File: config.mk
export PLATFORM = sky130hd
export DESIGN_NAME = adc_sample_scheduler
export DESIGN_NICKNAME = d
export VERILOG_FILES = /design/src/rtl/adc_sample_scheduler_pkg.sv /design/src/rtl/adc_sample_scheduler_rr_arbiter.sv /design/src/rtl/adc_sample_scheduler.sv
export SDC_FILE = /design/constraint.sdc
export NUM_CORES = 1
export LEC_CHECK = 0
export CAP_MARGIN = 40
export CORE_UTILIZATION = 40
export DETAILED_ROUTE_END_ITERATION = 8
export DONT_BUFFER_PORTS = 1
export SLEW_MARGIN = 20
export SYNTH_ARGS = -nofsm -noshare
export SYNTH_HDL_FRONTEND = slang
export SYNTH_SLANG_ARGS = --single-unit
File: constraint.sdc
create_clock -name clk_in -period 8.7 [get_ports clk_in]
set_clock_uncertainty 0.2 [all_clocks]
set_input_delay 1.74 -clock clk_in [delete_from_list [all_inputs] [get_ports clk_in]]
set_output_delay 1.74 -clock clk_in [all_outputs]
set_load 0.02 [all_outputs]
File: src/rtl/adc_sample_scheduler_pkg.sv
// Shared types and default sizes for the ADC sample path
// (ADC read controller -> sample scheduler -> PID core).
package adc_sample_scheduler_pkg;

    localparam int DEF_W_DATA = 18;
    localparam int DEF_N_CHAN = 8;

    typedef enum logic {
        ST_IDLE  = 1'b0,
        ST_ISSUE = 1'b1
    } state_t;

endpackage

File: src/rtl/adc_sample_scheduler_rr_arbiter.sv
// Combinational round-robin picker: first set request at or above ptr,
// wrapping modulo N (N must be a power of two).
module adc_sample_scheduler_rr_arbiter #(
    parameter int N = 8,
    parameter int W = 3
) (
    input  logic [N-1:0] req,
    input  logic [W-1:0] ptr,
    output logic [W-1:0] grant,
    output logic         any
);

    logic [W-1:0] idx;

    // NOTE: every output of a combinational block gets a default first so no latch is inferred.
    always_comb begin
        grant = '0;
        any   = 1'b0;
        idx   = '0;
        // Scan from the farthest offset down so the nearest request wins last.
        for (int i = N - 1; i >= 0; i--) begin
            idx = ptr + W'(i);
            if (req[idx]) begin
                grant = idx;
                any   = 1'b1;
            end
        end
    end

endmodule

File: src/rtl/adc_sample_scheduler.sv
// Buffers one sample per ADC channel and serialises pending, enabled
// channels onto a valid/ready stream with round-robin arbitration.
module adc_sample_scheduler
    import adc_sample_scheduler_pkg::*;
#(
    parameter int W_DATA = DEF_W_DATA,
    parameter int N_CHAN = DEF_N_CHAN,
    parameter int W_CHAN = $clog2(N_CHAN)
) (
    input  logic                     clk_in,
    input  logic                     reset_in,
    input  logic [N_CHAN-1:0]        adc_valid_in,
    input  logic signed [W_DATA-1:0] adc_a_in,
    input  logic signed [W_DATA-1:0] adc_b_in,
    input  logic [N_CHAN-1:0]        chan_en_in,
    input  logic                     update_in,
    input  logic                     pid_ready_in,
    output logic signed [W_DATA-1:0] pid_data_out,
    output logic [W_CHAN-1:0]        pid_chan_out,
    output logic                     pid_valid_out,
    output logic [N_CHAN-1:0]        overrun_out,
    input  logic                     overrun_clr_in
);

    localparam int HALF = N_CHAN / 2;

    state_t                   state, state_next;
    logic [N_CHAN-1:0]        en_cur;
    logic [N_CHAN-1:0]        pending, pending_next;
    logic [N_CHAN-1:0]        overrun_set;
    logic [W_CHAN-1:0]        ptr, grant;
    logic                     any_req, load, accept;
    logic signed [W_DATA-1:0] slot [N_CHAN];

    adc_sample_scheduler_rr_arbiter #(
        .N (N_CHAN),
        .W (W_CHAN)
    ) u_rr_arbiter (
        .req   (pending),
        .ptr   (ptr),
        .grant (grant),
        .any   (any_req)
    );

    always_comb begin
        state_next = state;
        load       = 1'b0;
        accept     = 1'b0;
        case (state)
            ST_IDLE: begin
                if (any_req) begin
                    load       = 1'b1;
                    state_next = ST_ISSUE;
                end
            end
            ST_ISSUE: begin
                if (pid_ready_in) begin
                    accept     = 1'b1;
                    state_next = ST_IDLE;
                end
            end
            default: state_next = ST_IDLE;
        endcase
    end

    // A capture landing on the channel being loaded re-arms it without an overrun,
    // and disabling a channel on update overrides everything else.
    always_comb begin
        pending_next = pending;
        overrun_set  = '0;
        for (int k = 0; k < N_CHAN; k++) begin
            if (load && grant == W_CHAN'(k)) pending_next[k] = 1'b0;
            if (adc_valid_in[k] && en_cur[k]) begin
                pending_next[k] = 1'b1;
                if (pending[k] && !(load && grant == W_CHAN'(k))) overrun_set[k] = 1'b1;
            end
            if (update_in && !chan_en_in[k]) pending_next[k] = 1'b0;
        end
    end

    assign pid_valid_out = (state == ST_ISSUE);

    // NOTE: sequential state uses non-blocking assignments so every flop samples pre-edge values.
    always_ff @(posedge clk_in or posedge reset_in) begin
        if (reset_in) begin
            state        <= ST_IDLE;
            pending      <= '0;
            overrun_out  <= '0;
            en_cur       <= '1;
            ptr          <= '0;
            pid_data_out <= '0;
            pid_chan_out <= '0;
        end else begin
            state       <= state_next;
            pending     <= pending_next;
            overrun_out <= (overrun_clr_in ? '0 : overrun_out) | overrun_set;
            if (update_in) en_cur <= chan_en_in;
            if (load) begin
                pid_data_out <= slot[grant];
                pid_chan_out <= grant;
            end
            if (accept) ptr <= pid_chan_out + W_CHAN'(1);
        end
    end

    for (genvar k = 0; k < N_CHAN; k++) begin : g_slot
        // NOTE: slot storage is reset explicitly so a post-reset dispatch never exposes stale data.
        always_ff @(posedge clk_in or posedge reset_in) begin
            if (reset_in) begin
                slot[k] <= '0;
            end else if (adc_valid_in[k]) begin
                slot[k] <= (k < HALF) ? adc_a_in : adc_b_in;
            end
        end
    end

endmodule

==> impl.org <==
** Setup path
- Type of the worst setup path :: reg -> reg
- The worst setup path is launched from a flip-flop.
- In this run the worst setup path begins at ptr[1].
- The worst setup path is captured at a flip-flop.
- For the worst setup path, the data arrival time is 5.47 ns.
- RR Startpoint :: ptr[1]
- Worst EP required :: 8.81 ns
- Along the worst path, the maximum fanout reaches 41.
- The number of cells on the worst reg-to-reg path is 11.

** Routing
- Routed length per instance :: 23.4 um
- DR iter-0 viols :: 347
- Number of vias per cell :: 5.79
- The routed layout has 6197 vias.
- Once detail routing completed, the nets flagged for antenna violations numbered 0.
- Detailed-router iteration count before antenna repair :: 4
- Total wirelength of the detailed-routed design :: 25000 um
- DR DRC count :: 0

** Global routing
- The initial antenna violation count came to 0.
- Vias in the first global route :: 6626
- Largest net degree at the start of global routing :: 70
- Overflow left after global routing :: 0
- Across every metal layer, demand over resource in global routing totals 21.2%.
- The first global-routing pass estimated 39100 um of wire.

** Final layout
- Count of inserted antenna diode cells :: 0
- Summing all non-filler instances in the final layout gives an area of 10500 um^2.
- The post-route netlist has 38.3% of its cells at a drive strength greater than 1.
- Nets :: 799
- Relative to the synthesized area, the layout overhead comes to 7.96%.
- Non-filler cells, final :: 1071

** Job
- The tool flagged a number of max-cap violations equal to 0.

** Yosys
- Register area share after synthesis :: 49.8%
- Area fraction of the dominant cell type after synthesis :: 47.7%
- Yosys mapped a number of flops with a built-in enable equal to 0.
- Largest cells by area after synthesis :: sky130_fd_sc_hd__dfrtp_1, sky130_fd_sc_hd__mux2_2, sky130_fd_sc_hd__a2111oi_2, sky130_fd_sc_hd__dfstp_2, sky130_fd_sc_hd__mux4_2
- Syn_area_per_cell :: 12.7 um^2
- Netlist cell types :: 66
- The mapped netlist covers 9710 um^2.
- Async S/R FF share, synth :: 100%
- Yosys instantiated no cell more often than sky130_fd_sc_hd__mux2_2.
- Register bit count reported by yosys :: 193
- The number of nets in the synthesized netlist is 826.
- Among all flip-flop cells after synthesis, the most frequent one is sky130_fd_sc_hd__dfrtp_1.
- For this run, the number of Yosys warnings is 0.
- The commonest cells after synthesis are sky130_fd_sc_hd__mux2_2, sky130_fd_sc_hd__dfrtp_1, sky130_fd_sc_hd__a21oi_1, sky130_fd_sc_hd__o21ai_0, sky130_fd_sc_hd__nand2_1.
- Of all cell types, the one taking the most synthesized area is sky130_fd_sc_hd__dfrtp_1.
- After technology mapping, the gate count stands at 766.

** Place
- Half-perimeter wire length after detailed placement :: 17500 um
- I/O Buffers :: 0
- Summing all placed instances gives a cell area of 9850 um^2.
- Timing analysis after detailed placement gives a worst setup slack of 3.35 ns.
- Routability-driven placement finished with a final weighted congestion of 0.895.
- Placed Cells :: 1036

** Timing
- Setup violations, final :: 0
- Final worst-path cycle share :: 61.7%
- Fmax :: 186 MHz
- Tightest slew margin relative to the limit :: 44.0%
- Summed over all failing endpoints, the final setup total negative slack is 0 ns.
- RSZ-0062 raised after global routing :: no
- Final-report hold violation count :: 0
- For the pin with the worst max-slew slack, the measured transition is 0.839 ns.
- Minimum clock period :: 5.37 ns
- Once routing completed, OpenROAD measured the worst setup slack at 3.33 ns.
- The max-slew violation count is 0.

** CTS
- Number of post-CTS setup repair buffers :: 0
- Insertion delay to the later sink of the worst-skew pair :: 0.44 ns
- TritonCTS clock tree :: built
- After clock tree synthesis, the repair step resized 0 gates.
- CTS buffer count :: 17
- The clock passes through at most 2 buffers.
- Depth of the CTS H-tree :: 4
- After clock tree synthesis, the clock-pin slew on the worst setup and hold paths is 0.07 ns.
- Count of hold buffers inserted by post-cts repair :: 0
- Master cell of the clock root buffer :: sky130_fd_sc_hd__clkbuf_16
- Clock sink count :: 193

** Die
- The core region is 23600 um^2.
- Die area :: 24900 um^2
- From bottom edge to top edge, the die measures 158 um.
- Effective utilization at floorplan :: 41.1%
- Cell row count :: 56
- Ports :: 87
- Overall die width :: 158 um

** Min path
- In this run the worst hold path is classified as reg -> reg.
- Counting instances, the worst hold path has a depth of 1.
- The worst hold path begins at slot[22].

** Run status
- The run finished with clean final reports.
==> registers in the layout, indices dropped and copies added, names as in the netlist <==
register,count
slot,144
pid_valid_out,1
pid_data_out,18
ptr,3
pending,8
overrun_out,8
pid_chan_out,3
en_cur,8
==> metal layers <==
layer	part of all wire (%)	GRT usage, %
met1	41	25.5
met2	49	34.7
met3	6.0	5.56
met4	4.4	11.0
met5	0	0
==> per-stage QoR <==
step                      hold WS, ns  utilization, %
final                           0.300            44.4
after global routing            0.320            44.4
after CTS                       0.303            44.1
after detailed placement        0.287            41.7
after global placement          0.282            41.5
after floorplan                 0.272               -
==> cell usage in the layout, fill, tap and decap left out, drive strengths merged, types with 18 or more instances in the layout <==
cell type / instances
nand3: 22
a21oi: 31
nor3: 22
o22ai: 18
clkbuf: 20
o21ai: 34
dfrtp: 185
nor2: 27
a2111oi: 18
and3: 18
mux2: 198
nand2: 27
==> critical path: stages, from the launching register on <==
cell and delay [ns]:
sky130_fd_sc_hd__dfrtp_1 0.79, sky130_fd_sc_hd__inv_1 0.22, sky130_fd_sc_hd__ha_1 0.73, sky130_fd_sc_hd__mux2_2 0.42, sky130_fd_sc_hd__mux2i_1 0.32, sky130_fd_sc_hd__a221o_1 0.27, sky130_fd_sc_hd__o2111ai_1 0.12, sky130_fd_sc_hd__a31oi_1 0.33
sky130_fd_sc_hd__o31a_2 0.73, sky130_fd_sc_hd__nand3_2 0.52, sky130_fd_sc_hd__o22ai_1 0.48, sky130_fd_sc_hd__nor3_1 0.08
==> logic make-up after synthesis <==
group                      synth area share (%)
AOI/OAI and AO/OA                          11.1
DFF                                        49.8
adders and majority gates                 0.387
and+or+nand+nor                            7.85
xor gates and xnor gates                  0.516
buffers and inverters                      3.85
muxes                                      26.5
==> final timing paths <==
path	end	slack (ns)
worst max-delay path	pid_data_out[17]	3.33
worst min-delay path	slot[22]	0.30
worst max register to register	pid_data_out[17]	3.33
worst min register to register	slot[22]	0.30
max in group asynchronous	slot[56]	6.27
min in group asynchronous	overrun_out[1]	1.01
==> final cells by class <==
cell class,instances,area [um^2]
fill,2144,13100
timing repair buffer,9,131
multi-input combinational,506,4500
sequential,193,4840
inverter,12,50.0
clock buffer,20,437
clock inverter,12,128
tap,319,399
Power is left out: the tool's default activity adds up to more than one toggle a clock period on the data nets, which glitch-free logic cannot reach.
